$ cat config.mk
export PLATFORM = sky130hd
export DESIGN_NAME = arb_mux
export DESIGN_NICKNAME = d
export VERILOG_FILES = /design/src/rtl/arb_mux_pkg.sv /design/src/rtl/arb_mux_rr_arbiter.sv /design/src/rtl/arb_mux.sv
export SDC_FILE = /design/constraint.sdc
export NUM_CORES = 1
export LEC_CHECK = 0
export ABC_AREA = 1
export BUFFER_PORTS_ARGS = -buffer_cell sky130_fd_sc_hd__clkbuf_2
export CAP_MARGIN = 20
export CELL_PAD_IN_SITES_DETAIL_PLACEMENT = 0
export CELL_PAD_IN_SITES_GLOBAL_PLACEMENT = 1
export CORE_ASPECT_RATIO = 0.5
export CORE_UTILIZATION = 28
export DETAILED_ROUTE_END_ITERATION = 16
export PLACE_DENSITY = 0.9
export SYNTH_ARGS = -nofsm -noshare
export SYNTH_HDL_FRONTEND = slang
export SYNTH_SLANG_ARGS = --single-unit
$ cat constraint.sdc
create_clock -name clk -period 3.9 [get_ports clk]
set_input_delay 0.195 -clock clk [delete_from_list [all_inputs] [get_ports clk]]
set_output_delay 0.195 -clock clk [all_outputs]
set_load 0.02 [all_outputs]
$ cat src/rtl/arb_mux_pkg.sv
// Shared types and legal-range constants for the arb_mux packet arbiter/multiplexer.
package arb_mux_pkg;

  typedef enum logic [0:0] {
    ST_IDLE   = 1'b0,
    ST_LOCKED = 1'b1
  } state_e;

  localparam int NUM_IN_MIN = 2;
  localparam int NUM_IN_MAX = 16;
  localparam int DATA_W_MIN = 8;
  localparam int DATA_W_MAX = 512;

endpackage

$ cat src/rtl/arb_mux_rr_arbiter.sv
// Pointer-rotated priority encoder: searches i_req starting at i_ptr (or at 0 in
// fixed-priority mode), wrapping from NUM_IN-1 to 0; returns one-hot grant and index.
module rr_arbiter #(
  parameter int NUM_IN = 4,
  parameter int IDX_W  = 2
) (
  input  logic [NUM_IN-1:0] i_req,
  input  logic [IDX_W-1:0]  i_ptr,
  input  logic              i_rr,
  output logic [NUM_IN-1:0] o_grant,
  output logic [IDX_W-1:0]  o_idx,
  output logic              o_any
);

  always_comb begin
    int   base;
    int   k;
    logic found;
    o_grant = '0;
    o_idx   = '0;
    found   = 1'b0;
    base    = i_rr ? int'(i_ptr) : 0;
    if (base >= NUM_IN) base = 0;
    for (int i = 0; i < NUM_IN; i++) begin
      k = base + i;
      if (k >= NUM_IN) k = k - NUM_IN;
      if (!found && i_req[k]) begin
        found      = 1'b1;
        o_grant[k] = 1'b1;
        o_idx      = IDX_W'(k);
      end
    end
    o_any = found;
  end

endmodule

$ cat src/rtl/arb_mux.sv
// Packet-aware N:1 arbiter/mux with a one-beat output register; a granted packet
// holds the lock until its last beat. Optional macro ARB_MUX_FORCE_EN adds force_en/force_sel.
module arb_mux
  import arb_mux_pkg::*;
#(
  parameter int NUM_IN = 4,
  parameter int DATA_W = 64,
  parameter int ARB_RR = 1
) (
  input  logic                       clk,
  input  logic                       rst_n,
  input  logic [NUM_IN*DATA_W-1:0]   in_data,
  input  logic [NUM_IN-1:0]          in_valid,
  input  logic [NUM_IN-1:0]          in_last,
  output logic [NUM_IN-1:0]          in_ready,
  output logic [DATA_W-1:0]          out_data,
  output logic                       out_valid,
  output logic                       out_last,
  output logic [$clog2(NUM_IN)-1:0]  out_sel,
  input  logic                       out_ready,
`ifdef ARB_MUX_FORCE_EN
  input  logic                       force_en,
  input  logic [$clog2(NUM_IN)-1:0]  force_sel,
`endif
  output state_e                     dbg_state,
  output logic [$clog2(NUM_IN)-1:0]  dbg_ptr
);

  localparam int IDX_W = $clog2(NUM_IN);

  // Handshake: a beat moves on a rising edge where valid and ready are both high.
  // Input and output sides are independent; in_ready never depends on out_valid alone
  // but on load_en, so the output register refills in the same cycle it drains.

  state_e             r_state;
  logic [IDX_W-1:0]   r_ptr;
  logic [IDX_W-1:0]   r_lock;
  logic               r_lock_forced;

  logic               w_load_en;
  logic               w_force;
  logic [IDX_W-1:0]   w_force_sel;
  logic [NUM_IN-1:0]  w_arb_grant;
  logic [IDX_W-1:0]   w_arb_idx;
  logic               w_arb_any;
  logic [IDX_W-1:0]   w_sel;
  logic [NUM_IN-1:0]  w_onehot;
  logic [NUM_IN-1:0]  w_grant;
  logic               w_acc;
  logic               w_beat_last;
  logic [DATA_W-1:0]  w_beat_data;
  logic               w_pkt_forced;
  logic [IDX_W-1:0]   w_ptr_next;

`ifdef ARB_MUX_FORCE_EN
  assign w_force     = force_en;
  assign w_force_sel = force_sel;
`else
  assign w_force     = 1'b0;
  assign w_force_sel = '0;
`endif

  assign w_load_en = !out_valid || out_ready;

  rr_arbiter #(
    .NUM_IN (NUM_IN),
    .IDX_W  (IDX_W)
  ) u_arb (
    .i_req   (in_valid),
    .i_ptr   (r_ptr),
    .i_rr    (ARB_RR != 0),
    .o_grant (w_arb_grant),
    .o_idx   (w_arb_idx),
    .o_any   (w_arb_any)
  );

  always_comb begin
    w_sel = w_arb_idx;
    if (r_state == ST_LOCKED) w_sel = r_lock;
    else if (w_force)         w_sel = w_force_sel;
  end

  always_comb begin
    w_onehot = '0;
    for (int i = 0; i < NUM_IN; i++) w_onehot[i] = (IDX_W'(i) == w_sel);
  end

  // The locked channel keeps ready even while its valid is low, so a stalled
  // source resumes its packet without re-arbitration.
  always_comb begin
    w_grant = '0;
    if (r_state == ST_LOCKED)  w_grant = w_onehot;
    else if (w_force)          w_grant = w_onehot & in_valid;
    else if (w_arb_any)        w_grant = w_arb_grant;
    in_ready = (w_load_en && rst_n) ? w_grant : '0;
  end

  always_comb begin
    w_beat_data = '0;
    w_beat_last = 1'b0;
    for (int i = 0; i < NUM_IN; i++) begin
      if (IDX_W'(i) == w_sel) begin
        w_beat_data = in_data[i*DATA_W +: DATA_W];
        w_beat_last = in_last[i];
      end
    end
  end

  assign w_acc        = |(in_ready & in_valid);
  assign w_pkt_forced = (r_state == ST_LOCKED) ? r_lock_forced : w_force;
  assign w_ptr_next   = (w_sel == IDX_W'(NUM_IN - 1)) ? '0 : w_sel + 1'b1;

  always_ff @(posedge clk or negedge rst_n) begin
    if (!rst_n) begin
      out_valid     <= 1'b0;
      out_last      <= 1'b0;
      out_data      <= '0;
      out_sel       <= '0;
      r_state       <= ST_IDLE;
      r_ptr         <= '0;
      r_lock        <= '0;
      r_lock_forced <= 1'b0;
    end else begin
      if (w_load_en) begin
        out_valid <= w_acc;
        if (w_acc) begin
          out_data <= w_beat_data;
          out_last <= w_beat_last;
          out_sel  <= w_sel;
        end
      end
      if (w_acc) begin
        case (r_state)
          ST_IDLE: begin
            if (!w_beat_last) begin
              r_state       <= ST_LOCKED;
              r_lock        <= w_sel;
              r_lock_forced <= w_force;
            end
          end
          ST_LOCKED: begin
            if (w_beat_last) r_state <= ST_IDLE;
          end
          default: r_state <= ST_IDLE;
        endcase
        // Rotate only at packet boundaries; forced packets leave fairness untouched.
        if ((ARB_RR != 0) && w_beat_last && !w_pkt_forced) r_ptr <= w_ptr_next;
      end
    end
  end

  assign dbg_state = r_state;
  assign dbg_ptr   = r_ptr;

endmodule

Yosys cells after proc, flatten, opt, wreduce, memory -nomap -nowiden
Cells that the tools add are included.

Output and inout bits: 75. Register bits: 73.

Order comparisons: 13. Multiplexer cells: 51. Bitwise gates (word level): 6. Reductions and logical operators: 18. Eq/ne operators: 4. Add/subtract/negate cells: 8.

Operators with widths (number): $mux W64 (4); $ge A32 B1 Y1 const B (4); $lt A32 B4 Y1 const B (4); $mux W32 (4); $ge A32 B4 Y1 const B (3); $sub A32 B4 Y32 const B (3); $add A32 B3 Y32 const B (2); $add A32 B2 Y32 const B (1); $mux W4 (7); $mux W1 (21); $mux W2 (7); $or A4 B4 Y4 (3); $bmux W1 S2 (4); $demux W1 S2 (4); $logic_and A1 B1 Y1 (8); $ge A2 B3 Y1 const B (2); $and A4 B4 Y4 (1); $eq A2 B2 Y1 const A (2); $logic_not A1 Y1 (4); $reduce_and A2 Y1 (2); $reduce_or A4 Y1 (1); $sub A2 B3 Y4 const B (1); $reduce_and A3 Y1 (1); $add A2 B1 Y2 const B (1); 5 further kinds (6).

Depth between registers and ports, before layout
Gate-level depths: netlist of the first run.

Word-level depth: 25. Mapped depth: 24. Depth with buffers taken out: 21.

By module
Synthesis of the first run repeated with hierarchy kept, for this count alone.

Cells, all modules: 878. Area, all modules: 5400.2 µm².

Modules (own cells, without submodules): arb_mux (area each 4937.2 µm², instances 1, cells an instance 785); rr_arbiter (area each 462.9 µm², instances 1, cells an instance 93).

Worst setup path before layout of the first run
Ideal clock, no wire load.

Kind: flip-flop to flip-flop. Start point: register r_ptr[0], in the netlist dbg_ptr[0]. End point: register r_ptr[1], in the netlist dbg_ptr[1]. Setup time: 0.118 ns. Path buffers: 2. Arrival: 3.433 ns. Period minus slack after synthesis: 3.551 ns. Slack: 0.349 ns. Cell stages (with the launch flop): 20. Path through: dfrtp_1 -> buf_4 -> inv_4 -> ha_1 -> inv_1 -> nand3_1 -> nand2_2 -> a21oi_1 -> xor2_1 -> inv_1 -> o21ai_0 -> inv_1 -> ha_1 -> inv_1 -> clkbuf_1 -> nor2_1 -> o31ai_1 -> o21ai_0 -> nand2_1 -> nand2_1.

Word-level cells in the longest chain between the ends: 24. Elaborated cells on any way between the ends: 88.

RTL lines: from (decl) (RTL line arb_mux.sv:36) `logic [IDX_W-1:0] r_ptr;`; from (signal assigned) (RTL line arb_mux.sv:147) `if ((ARB_RR != 0) && w_beat_last && !w_pkt_forced) r_ptr <= w_ptr_next;`; $ge A2 B3 Y1 (RTL line arb_mux_rr_arbiter.sv:23) `if (base >= NUM_IN) base = 0;`; $mux W2 (*) (RTL line arb_mux_rr_arbiter.sv:23); parallel branches: the longest is 14 deep, another holds $add A32 B2 Y32; $mux W2 (*) (RTL line arb_mux_rr_arbiter.sv:27) `if (!found && i_req[k]) begin`; $mux W2 (*) (RTL line arb_mux.sv:79) `if (r_state == ST_LOCKED) w_sel = r_lock;`; via w_sel[0] (RTL line arb_mux.sv:46) `logic [IDX_W-1:0] w_sel;`; $eq A1 B2 Y1, or another cell as far along (RTL line arb_mux.sv:85, arb_mux.sv:102); $mux W4 or $mux W1 (tied branches) (RTL line arb_mux.sv:92, arb_mux.sv:102); $mux W4 or $mux W1 (tied branches) (RTL line arb_mux.sv:95, arb_mux.sv:102); $and A4 B4 Y4 or $mux W1 (tied branches) (RTL line arb_mux.sv:109, arb_mux.sv:102); $reduce_or A4 Y1 or $mux W1 (tied branches) (RTL line arb_mux.sv:109, arb_mux.sv:102); $reduce_and A2 Y1 (no line).

Mark *: on every way through the listed nets, which the timed path passes. The select of a mux whose other input is x is not followed. A chain may end at the register's enable or synchronous reset.

Worst setup path after layout of the first run
Start point: register r_ptr[1], in the netlist dbg_ptr[1]. End point: register out_data[60].

Word-level cells in the longest chain between the ends: 24. Elaborated cells on any way between the ends: 85.

RTL lines: $ge A2 B3 Y1 (RTL line arb_mux_rr_arbiter.sv:23); $mux W2 (*) (RTL line arb_mux_rr_arbiter.sv:23); parallel branches: the longest is 14 deep, another holds $add A32 B2 Y32; $mux W2 (*) (RTL line arb_mux_rr_arbiter.sv:27); $mux W2 (*) (RTL line arb_mux.sv:79); via w_sel[1] (RTL line arb_mux.sv:46); $eq A1 B2 Y1, or another cell as far along (RTL line arb_mux.sv:85, arb_mux.sv:102); $mux W4 (RTL line arb_mux.sv:92) `if (r_state == ST_LOCKED) w_grant = w_onehot;`; $mux W4 (RTL line arb_mux.sv:95) `in_ready = (w_load_en && rst_n) ? w_grant : '0;`; $and A4 B4 Y4 (RTL line arb_mux.sv:109) `assign w_acc = |(in_ready & in_valid);`; $reduce_or A4 Y1 (RTL line arb_mux.sv:109); $reduce_and A2 Y1 (no line); to (signal assigned) (RTL line arb_mux.sv:127) `out_data <= w_beat_data;`; to (decl) (RTL line arb_mux.sv:16) `output logic [DATA_W-1:0] out_data,`.

Marks and branches as above.

==> run metrics, run 1 <==
minimum clock period around 3.6 ns; RSZ-0062 raised after global routing false; Comb pwr share 77.6%; TNS Setup 0 ns; final setup vio count 0; data required time of the worst path 4.17 ns; nets 1443; Sw Ratio between 50% and 60%; Synth area leader dfrtp_1; sequential share of power roughly 14%; FFs w/ async S/R, synth 100.0%; clock sinks 73; CP dominant cell by count nand2_1; sequential share of the synthesized area 34.16%; Worst Setup End Kind flip-flop; IO Pins 342; max-slew violations 0; clk root buf clkbuf_16; synthesis-to-finish area growth 43.96%; Clock Latency Late Sink 0.33 ns; Initial DRC Count 414; final wirelength 21.90 mm; worst path arrival time 3.87 ns; area of the core between 15000 and 20000 µm²; IO buf count 341; NetSw about 5.5 mW; DR pass1 iterations 5; Layout fillers 2056; vias in the first global route 6441; CTS tree done; Post-Synthesis Cell Area 5348 µm²; crit path kind flip-flop to flip-flop; outcome finished, final reports clean; Syn. warnings 0; ratio of cells with drive above 1 in the final layout between 30% and 40%; crit-path cells inv_1 -> ha_1 -> inv_1 -> nand3_1 -> nand2_2 -> inv_2 -> nor2_4 -> nand3_2 -> o211ai_1 -> nand2_2 -> inv_2 -> ha_2 -> buf_4 -> a21oi_1 -> nand2_1 -> o21ai_0 -> o21ai_0 -> nand2_1 -> nand2_1; vias per inst ~4.8; synthesized flop and latch total 73; CTS clk-pin slew, worst paths 0.06 ns; Power Density 1257 nW/µm²; # H-tree levels 3; number of CTS-inserted buffers 9; initial antenna violation count 0; CP peak stage delay 0.47 ns; final hold viol count 0; # diodes 0; post-route DRC violation count 0; Tcrit/Tclk final 92.13%; worst hold path type input pin to flip-flop; measured slew at the worst slew-check pin 0.8362 ns; Die Ht 99.72 µm; Worst setup SP type flip-flop; count leader, synth nand2_1; Critical-path top delay cell dfrtp_2; Post-Synthesis Net Count 1133; synth cell count leaders nand2_1 (366), o21ai_0 (136), nand3_1 (79); effective utilization at floorplan between 20% and 30%; syn_area_per_cell between 6 and 7 µm²; Synth Flop Type dfrtp_1; Final Util 41.46%; clock group share of total power 8.5%; Routed WL per cell 15.30 µm; Die Area between 15000 and 20000 µm²; GPL Wtd Cong 0.9045; GRT Residual Overflow 0; die width 197.4 µm; Max transition margin between 40% and 50%; peak supply drop 0.7270 mV; Mapped Cells 857; clock skew 0.008328 ns; DR vias 6849; Fmax 278.3 MHz; top cells by area, synth dfrtp_1 (34%), nand2_1 (26%), o21ai_0 (13%); largest net degree at the start of global routing ~130; leakage power 4.284 nW; crit path max fanout 38; row cnt 35; Synth top area share 34.16%; Netlist cell types 28; post-route ant nets 0; Internal 4.159 mW; number of synthesized flops with an enable pin 0; Max Cap Viol 0; HPWL Detailed 16.22 mm; GRT Total Usage 21.25%; first-pass GRT wire length 33.11 mm; CTS Buffer Depth 2
placed cells by master, fill, tap and decap left out, drive strengths merged, types with 2 or more instances in the layout:
cell	count
a21oi	68
and2	3
buf	21
clkbuf	352
clkinv	2
clkinvlp	2
dfrtp	73
ha	9
inv	25
nand2	371
nand3	82
nor2	15
o211ai	4
o21ai	136
o31ai	2
per-layer routing:
metal  share of wire, %  vias up  global-route usage [%]
met2                 48      239                   36.16
met4                1.6        0                   5.247
met1                 44     3151                   27.94
met3                6.2       33                   3.764
met5                  0        -                       0
li1                   -     3426                       -
registers in the layout, indices dropped and copies added (netlist names):
name       count
dbg_ptr        2
out_data      64
out_last       1
out_valid      1
r_lock         2
dbg_state      1
out_sel        2
cell type report:
cell class | count | area, µm² | area share [%]
clock buffers | 11 | 242.7 | 3.153
clock inverters | 5 | 55.05 | 0.7151
inverters | 25 | 96.34 | 1.251
multi-input cells | 695 | 3177 | 41.26
flip-flops and latches | 73 | 1828 | 23.74
well taps | 259 | 324.1 | 4.209
repair buffers | 363 | 1976 | 25.66
logic make-up after synthesis:
family / count (synthesis) / synth area share [%]
and+or+nand+nor: 472 / 36.17
AOI/OAI and AO/OA: 213 / 20.36
buffers and inverters: 89 / 7.043
DFF: 73 / 34.16
adders and majority gates: 9 / 2.106
xor gates and xnor gates: 1 / 0.1638
worst paths after layout:
kind	startpoint	to	slack, ns	cells after the start
max in group asynchronous	rst_n	dbg_ptr[1]	2.50	3
min reg2reg	out_data[1]	out_data[1]	0.47	2
max reg2reg	dbg_ptr[1]	out_data[60]	0.31	19
min	out_ready	out_valid	0.06	2
min in group asynchronous	rst_n	out_data[12]	0.28	2
max	dbg_ptr[1]	out_data[60]	0.31	19
timing repair:
action                                  in CTS  in global routing
buffers inserted                             0                  0
resized for setup                            0                 10
endpoints found under the hold margin       10                  0
endpoints found under the setup margin       0                 69
hold buffers                                 1                  0
power by group through the flow:
stage / Clock (mW) / Combinational, mW / Sequential (mW)
CTS: 0.854 / 7.28 / 1.34
global placement: 0 / 7.18 / 1.34
floorplan: 0 / 4.63 / 1.71
global route: 0.885 / 8.50 / 1.38
finish: 0.827 / 7.51 / 1.34
detailed placement: 0 / 7.27 / 1.34
critical path: cells and delay by family, from the launching register on:
family                   cells  cell delay [ns]
AND/OR/NAND/NOR              8             0.85
flip-flops                   1             0.47
adder cells (fa/ha/maj)      2             0.52
AO/OA/AOI/OAI                4             0.82
buffers and inverters        5             0.84
through the flow:
step / hold slack, ns / power [mW] / worst slack (ns) / cells / instance area, µm²
after floorplan: -0.1006 / 6.332 / 0.3487 / 857 / 5348
after global placement: 0.05926 / 8.516 / 0.2974 / 1413 / 7333
after detailed placement: 0.05727 / 8.611 / 0.1716 / 1413 / 7333
after CTS: 0.04459 / 9.472 / 0.1265 / 1430 / 7641
after global routing: 0.07392 / 10.76 / 0.05778 / 1431 / 7699
final: 0.05780 / 9.674 / 0.3068 / 1431 / 7699
Power figures use the tool's default switching activity.
==> inputs of run 2 (changes only) <==
- CORE_MARGIN: unset -> 2
==> run 2 against run 1 <==
Compared with the run above:
- combinational power is 4.3% lower
- power is 1.7% lower
- maximum frequency is 1.7% higher
- design area is 0.34% higher
- sequential share of layout area is 0.065 points lower
- die area is 3.0% higher
- flip-flop and latch count stayed put
- wire length is 0.67% lower
- hold slack better by 0.014 ns
- critical endpoint is now dbg_ptr[1]
==> run metrics, run 2 (synthesis gave the netlist of run 1 again) <==
CTS clk-pin slew, worst paths 0.06 ns (about the same); final hold viol count 0 (unchanged); post-route ant nets 0 (unchanged); Die Ht 101.7 µm (was 99.72 µm); largest net degree at the start of global routing 91 (was 131); GPL Wtd Cong 0.8916 (was 0.9045); vias per inst 4.831 (was 4.786); Tcrit/Tclk final 90.57% (was 92.13%); area of the core 18570 µm² (unchanged); Largest register FFs 64 (unchanged); TNS Setup 0 ns (unchanged); worst path arrival time 3.74 ns (was 3.87 ns); clk root buf clkbuf_16 (unchanged); Initial DRC Count 401 (was 414); GR met1 Demand/Resource 27.03% (was 27.94%); reg2reg end dbg_ptr[1] (was out_data[60]); CP dominant cell by count inv_1 (was nand2_1); clock skew 0.007854 ns (was 0.008328 ns); first-pass GRT wire length 33.42 mm (was 33.11 mm); measured slew at the worst slew-check pin 0.5677 ns (was 0.8362 ns); commonest cells after routing, fill and taps aside nand2_1 (365), clkbuf_2 (340), o21ai_0 (135) (unchanged); synthesis-to-finish area growth 44.45% (was 43.96%); IO Pins 342 (unchanged); initial antenna violation count 0 (unchanged); vias in the first global route 6682 (was 6441); peak supply drop 0.8368 mV (was 0.7270 mV); Critical-path top delay cell dfrtp_2 (unchanged); Buf/Inv on CP 7 (was 5); minimum clock period 3.532 ns (was 3.593 ns); met3 usage 3.630% (was 3.764%); Final Util 41.60% (was 41.46%); DR vias 6909 (was 6849); HPWL Detailed 16.39 mm (was 16.22 mm); crit path max fanout 25 (was 38); nets 1442 (was 1443); Worst Min Path Start out_ready (unchanged); RSZ-0062 raised after global routing true (was false); GR peak layer met2 (unchanged); hold path endpoint out_valid (unchanged); Storage cell area 1829 µm² (was 1828 µm²); worst hold path type input pin to flip-flop (unchanged); Max Cap Viol 0 (unchanged); CP peak stage delay 0.46 ns (was 0.47 ns); clock sinks 73 (unchanged); leakage power 4.295 nW (was 4.284 nW); GRT Total Usage 20.90% (was 21.25%); ratio of cells with drive above 1 in the final layout 34.16% (was 34.22%); Worst Setup End Kind flip-flop (unchanged); WHS Path Cells 2 (unchanged); met2 Use GR 35.97% (was 36.16%); Most flops, register out_data (unchanged); crit-path cells inv_1 -> ha_1 -> inv_1 -> nand3_1 -> nand2_2 -> inv_2 -> nor2_4 -> nand3_2 -> o2111ai_1 -> o211ai_1 -> nand2_2 -> inv_1 -> ha_2 -> inv_2 -> buf_6 -> a31oi_1 -> o31ai_1 -> buf_4 -> o21ai_0 -> nand2_1 -> nand2_1 (was inv_1 -> ha_1 -> inv_1 -> nand3_1 -> nand2_2 -> inv_2 -> nor2_4 -> nand3_2 -> o211ai_1 -> nand2_2 -> inv_2 -> ha_2 -> buf_4 -> a21oi_1 -> nand2_1 -> o21ai_0 -> o21ai_0 -> nand2_1 -> nand2_1); Worst setup SP type flip-flop (unchanged); R2R Path Start dbg_ptr[1] (unchanged); most common cell after layout, fill and taps aside nand2_1 (unchanged); effective utilization at floorplan 28.80% (unchanged); CTS Buffer Depth 2 (unchanged); Die Area 20290 µm² (was 19690 µm²); Fmax 283.1 MHz (was 278.3 MHz); # H-tree levels 3 (unchanged); CP top delay family buffers and inverters (was simple AND/OR/NAND/NOR gates); area of the multi-input gates 3167 µm² (was 3177 µm²); CTS tree done (unchanged); Pwr Total 9.509 mW (was 9.674 mW); DR pass1 iterations 5 (unchanged); max-slew violations 0 (unchanged); crit path kind flip-flop to flip-flop (unchanged); outcome finished, final reports clean (unchanged); final wirelength 21.75 mm (was 21.90 mm); row cnt 35 (unchanged); number of CTS-inserted buffers 9 (unchanged); Reg2Reg Setup Slack 0.37 ns (was 0.31 ns); Routed WL per cell 15.21 µm (was 15.30 µm); Worst R2R Path Depth 21 (was 19); IO buf count 341 (unchanged); data required time of the worst path 4.11 ns (was 4.17 ns); final setup vio count 0 (unchanged); die width 199.4 µm (was 197.4 µm); Power Density 1231 nW/µm² (was 1257 nW/µm²); GRT Residual Overflow 0 (unchanged); post-route DRC violation count 0 (unchanged); Layout fillers 2036 (was 2056); Clock Latency Late Sink 0.33 ns (about the same); # diodes 0 (unchanged); Max transition margin 61.75% (was 44.25%)
run 2: cell types whose count changed in the layout (fill, tap and decap cells not counted), sizes merged:
cell	before	now
bufinv	1	3
clkbuf	352	351
clkinv	2	1
clkinvlp	2	1
run 2: stage by stage:
| stage | instance area, µm² | hold WS [ns] | cells | worst slack (ns) |
|---|---|---|---|---|
| final | 7725 | 0.07224 | 1430 | 0.3678 |
| after global routing | 7725 | 0.07452 | 1430 | -0.001720 |
| after CTS | 7671 | 0.04153 | 1428 | 0.1914 |
| after detailed placement | 7326 | 0.4121 | 1412 | 0.2243 |
| after global placement | 7326 | 0.3941 | 1412 | 0.3671 |
| after floorplan | 5348 | -0.1006 | 857 | 0.3487 |
run 2: cell type report:
class,instances,area share (%)
clock inverters,5,1.328
flip-flops and latches,73,23.68
well taps,259,4.195
clock buffers,11,3.142
repair buffers,362,25.41
multi-input cells,695,40.99
inverters,25,1.247
run 2: power breakdown:
| part | internal, mW | switching [mW] |
|---|---|---|
| logic | 2.41 | 4.79 |
| registers | 1.14 | 0.221 |
| clock network | 0.642 | 0.318 |
run 2: worst reg2reg max path, stage by stage (launching register included):
cell,delay (ns)
dfrtp_2,0.46
inv_1,0.13
ha_1,0.34
inv_1,0.10
nand3_1,0.10
nand2_2,0.11
inv_2,0.05
nor2_4,0.11
nand3_2,0.13
o2111ai_1,0.13
o211ai_1,0.15
nand2_2,0.16
inv_1,0.10
ha_2,0.21
inv_2,0.11
buf_6,0.23
a31oi_1,0.12
o31ai_1,0.19
buf_4,0.17
o21ai_0,0.15
nand2_1,0.10
nand2_1,0.06
run 2: worst max-delay path by stage:
stage / from / end / slack, ns / depth (start not counted)
2_1_floorplan: dbg_ptr[0] / dbg_ptr[1] / 0.35 / 19
3_3_place_gp: dbg_ptr[0] / dbg_ptr[1] / 0.37 / 21
3_5_place_dp: dbg_ptr[0] / dbg_ptr[1] / 0.22 / 21
4_1_cts: dbg_ptr[0] / dbg_ptr[1] / 0.19 / 21
5_1_grt: dbg_ptr[1] / r_lock[0] / -0.002 / 21
6_report: dbg_ptr[1] / dbg_ptr[1] / 0.37 / 21
run 2: timing repair:
item,4_1_cts,5_1_grt
hold buffers,0,1
buffers inserted,0,0
gates resized for setup,0,7
setup endpoints to repair,0,73
hold endpoints to repair,0,25
run 2: per-layer routing:
layer | share of wire [%] | up-vias | wire length, µm
met5 | 0 | - | 0
met2 | 49 | 240 | 10600
met3 | 5.1 | 47 | 1113
met1 | 44 | 3196 | 9474
li1 | - | 3426 | -
met4 | 2.6 | 0 | 563
==> inputs of run 3 (changes only) <==
- ABC_AREA: 1 -> unset
- CORE_UTILIZATION: 28 -> 31
- PLACE_DENSITY: 0.9 -> 0.89
==> run 3 against run 2 <==
Compared with the run above:
- hold slack better by 0.014 ns
- first-iteration DRC count up 42%
- flip-flop and latch count unchanged
- utilization up 4.6 points
- cell count down 16%
- critical endpoint is now out_data[32]
- largest cell class unchanged
- largest power group unchanged
==> run metrics, run 3 <==
RSZ-0062 raised after global routing true (unchanged); nets 1235 (was 1442); GRT Residual Overflow 0 (unchanged); FFs w/ async S/R, synth 100.0% (unchanged); area of the core 17700 µm² (was 18570 µm²); final hold viol count 0 (unchanged); ratio of cells with drive above 1 in the final layout 51.35% (was 34.16%); setup ws final 0.04302 ns (was 0.3678 ns); CP top delay family compound AO/OA/AOI/OAI gates (was buffers and inverters); CTS clk-pin slew, worst paths 0.07 ns (was 0.06 ns); WL met3 935 µm (was 1.113 mm); Power Density 1065 nW/µm² (was 1231 nW/µm²); HPWL Detailed 16.24 mm (was 16.39 mm); max-slew violations 0 (unchanged); first-pass GRT wire length 31.42 mm (was 33.42 mm); Max Cap Viol 0 (unchanged); DRT met1 WL 9.654 mm (was 9.474 mm); Initial DRC Count 568 (was 401); Worst Hold Margin 0.08662 ns (was 0.07224 ns); Post-Synthesis Cell Area 5698 µm² (was 5348 µm²); Worst setup SP type flip-flop (unchanged); CTS tree done (unchanged); GPL Wtd Cong 0.9186 (was 0.8916); Most flops, register out_data (unchanged); IO buf count 341 (unchanged); Critical-path top delay cell mux4_2 (was dfrtp_2); Final Util 46.23% (was 41.60%); sequential share of the synthesized area 32.06% (was 34.16%); final setup vio count 0 (unchanged); Tcrit/Tclk final 98.90% (was 90.57%); DR vias 6021 (was 6909); CP dominant cell by count ha_4 (was inv_1); post-route DRC violation count 0 (unchanged); peak supply drop 0.7581 mV (was 0.8368 mV); synthesis-to-finish area growth 43.59% (was 44.45%); synthesized flop and latch total 73 (unchanged); outcome finished, final reports clean (unchanged); NetSw 4.153 mW (was 5.325 mW); worst hold path type input pin to asynchronous set/reset pin (was input pin to flip-flop); Reg2Reg Setup Slack 0.04 ns (was 0.37 ns); final wirelength 21.46 mm (was 21.75 mm); crit path max fanout 8 (was 25); clk root buf clkbuf_16 (unchanged); CP peak stage delay 0.60 ns (was 0.46 ns); Sw Ratio 47.65% (was 56.00%); commonest cells after routing, fill and taps aside clkbuf_2 (340), nor2_1 (74), nand2_1 (72) (was nand2_1 (365), clkbuf_2 (340), o21ai_0 (135)); GRT Total Usage 20.35% (was 20.90%); Routed WL per cell 17.89 µm (was 15.21 µm); crit-path cells clkinv_4 -> ha_4 -> mux4_2 -> nand2_2 -> a221oi_2 -> o31a_1 -> a21oi_2 -> inv_2 -> ha_4 -> a22oi_2 -> nor2_1 -> a31o_1 -> a31o_4 -> o21bai_4 -> buf_12 -> clkbuf_16 -> mux2_4 (was inv_1 -> ha_1 -> inv_1 -> nand3_1 -> nand2_2 -> inv_2 -> nor2_4 -> nand3_2 -> o2111ai_1 -> o211ai_1 -> nand2_2 -> inv_1 -> ha_2 -> inv_2 -> buf_6 -> a31oi_1 -> o31ai_1 -> buf_4 -> o21ai_0 -> nand2_1 -> nand2_1); Worst R2R Path Depth 17 (was 21); count leader, synth nor2_1 (was nand2_1); measured slew at the worst slew-check pin 0.9451 ns (was 0.5677 ns); Mapped Cells 627 (was 857); Syn. warnings 0 (unchanged); largest net degree at the start of global routing 74 (was 91); CTS Buffer Depth 2 (unchanged); # H-tree levels 3 (unchanged); Max Used Layer met4 (unchanged); Buf/Inv on CP 4 (was 7); minimum clock period 3.857 ns (was 3.532 ns); vias per inst 5.018 (was 4.831); clock sinks 73 (unchanged); clock skew 0.01267 ns (was 0.007854 ns); met2 WL 10.41 mm (was 10.60 mm); most common cell after layout, fill and taps aside clkbuf_2 (was nand2_1); Place WS -0.002492 ns (was 0.2243 ns); Clock Latency Late Sink 0.34 ns (was 0.33 ns); Layout fillers 1725 (was 2036); post-route ant nets 0 (unchanged); Max transition margin 36.99% (was 61.75%); IO Pins 342 (unchanged); row cnt 34 (was 35); reg2reg end out_data[32] (was dbg_ptr[1]); syn_area_per_cell 9.088 µm² (was 6.240 µm²); top cells by area, synth dfrtp_1 (32%), mux2_4 (18%), a22oi_1 (9.1%) (was dfrtp_1 (34%), nand2_1 (26%), o21ai_0 (13%)); Internal 4.563 mW (was 4.183 mW); effective utilization at floorplan 32.20% (was 28.80%); synth cell count leaders nor2_1 (74), a21oi_1 (73), dfrtp_1 (73), nand2_1 (73), a22oi_1 (69) (was nand2_1 (366), o21ai_0 (136), nand3_1 (79)); Die Area 19550 µm² (was 20290 µm²); clock group share of total power 9.5% (was 10.1%); leakage power 4.250 nW (was 4.295 nW); number of synthesized flops with an enable pin 0 (unchanged); Synth top area share 32.06% (was 34.16%); vias in the first global route 5656 (was 6682); Netlist cell types 44 (was 28); data required time of the worst path 4.11 ns (about the same); Synth Flop Type dfrtp_1 (unchanged); sequential share of power 15.6% (was 14.3%); number of CTS-inserted buffers 9 (unchanged); initial antenna violation count 2 (was 0); Worst Setup End Kind flip-flop (unchanged); Die Ht 99.87 µm (was 101.7 µm); Comb pwr share 74.8% (was 75.6%); crit path kind flip-flop to flip-flop (unchanged); Fmax 259.3 MHz (was 283.1 MHz); worst path arrival time 4.07 ns (was 3.74 ns); DR pass1 iterations 5 (unchanged); Post-Synthesis Net Count 903 (was 1133); Largest register FFs 64 (unchanged); Synth area leader dfrtp_1 (unchanged); die width 195.7 µm (was 199.4 µm); R2R Path Start dbg_ptr[0] (was dbg_ptr[1])
run 3: per-stage QoR:
stage                     total power [mW]  instances   TNS [ns]  area (µm²)
final                                8.716       1200          0        8182
after global placement               7.136       1163          0        7530
after detailed placement             7.292       1163  -0.003599        7530
after CTS                            8.224       1182          0        7869
after global routing                 9.420       1200     -3.935        8182
after floorplan                      5.988        627     -17.51        5748
run 3: area by class of cell:
cell class,instances,area [µm²],share of cell area [%]
Multi-Input combinational cell,484,3498,42.76
Sequential cell,73,1829,22.36
Inverter,10,42.54,0.5200
Clock buffer,9,225.2,2.753
Clock inverter,7,71.32,0.8717
Tap cell,234,292.8,3.579
Antenna cell,2,5.005,0.06117
Timing Repair Buffer,381,2217,27.10
run 3: kinds of logic after synthesis:
group                    Yosys count  share of synthesized area [%]
flip-flops                        73                          32.06
buffers and inverters             70                          8.037
AO/OA/AOI/OAI                    228                          24.66
AND/OR/NAND/NOR                  164                          11.75
multiplexers                      83                          21.52
adder cells (fa/ha/maj)            9                          1.976
run 3: how the worst max path moves through the flow:
stage | from | endpoint | slack [ns] | cells past startpoint
final | dbg_ptr[0] | out_data[32] | 0.04 | 17
after global routing | dbg_ptr[0] | out_data[32] | -0.1 | 17
after CTS | dbg_ptr[0] | out_data[17] | 0.005 | 16
after global placement | dbg_ptr[0] | out_data[3] | 0.09 | 16
after detailed placement | dbg_ptr[0] | out_data[37] | -0.002 | 16
after floorplan | dbg_ptr[0] | dbg_state | -0.26 | 19
run 3: timing repair:
action	CTS	global route
pin swaps	1	4
cloned	1	9
buffers inserted	2	7
hold buffers	0	0
resized for setup	2	14
setup endpoints to repair	38	73
run 3: metal layers:
layer / global-route usage (%) / vias up
li1: - / 2925
met4: 6.061 / 0
met1: 27.33 / 2881
met2: 34.07 / 182
met3: 3.427 / 33
met5: 0 / -
run 3: power groups by stage:
stage | Sequential, mW | Clock [mW] | Combinational [mW]
6_report | 1.36 | 0.832 | 6.52
3_3_place_gp | 1.35 | 0 | 5.78
5_1_grt | 1.40 | 0.902 | 7.11
3_5_place_dp | 1.36 | 0 | 5.93
4_1_cts | 1.36 | 0.853 | 6.01
2_1_floorplan | 1.71 | 0 | 4.28
run 3: worst reg2reg max path: cells and delay by family, from the launching register on:
| family | cells | cell delay [ns] |
|---|---|---|
| and+or+nand+nor | 2 | 0.17 |
| buffers and inverters | 4 | 0.52 |
| DFF | 1 | 0.40 |
| adders and majority gates | 2 | 0.45 |
| muxes | 2 | 0.91 |
| AOI/OAI and AO/OA | 7 | 1.30 |
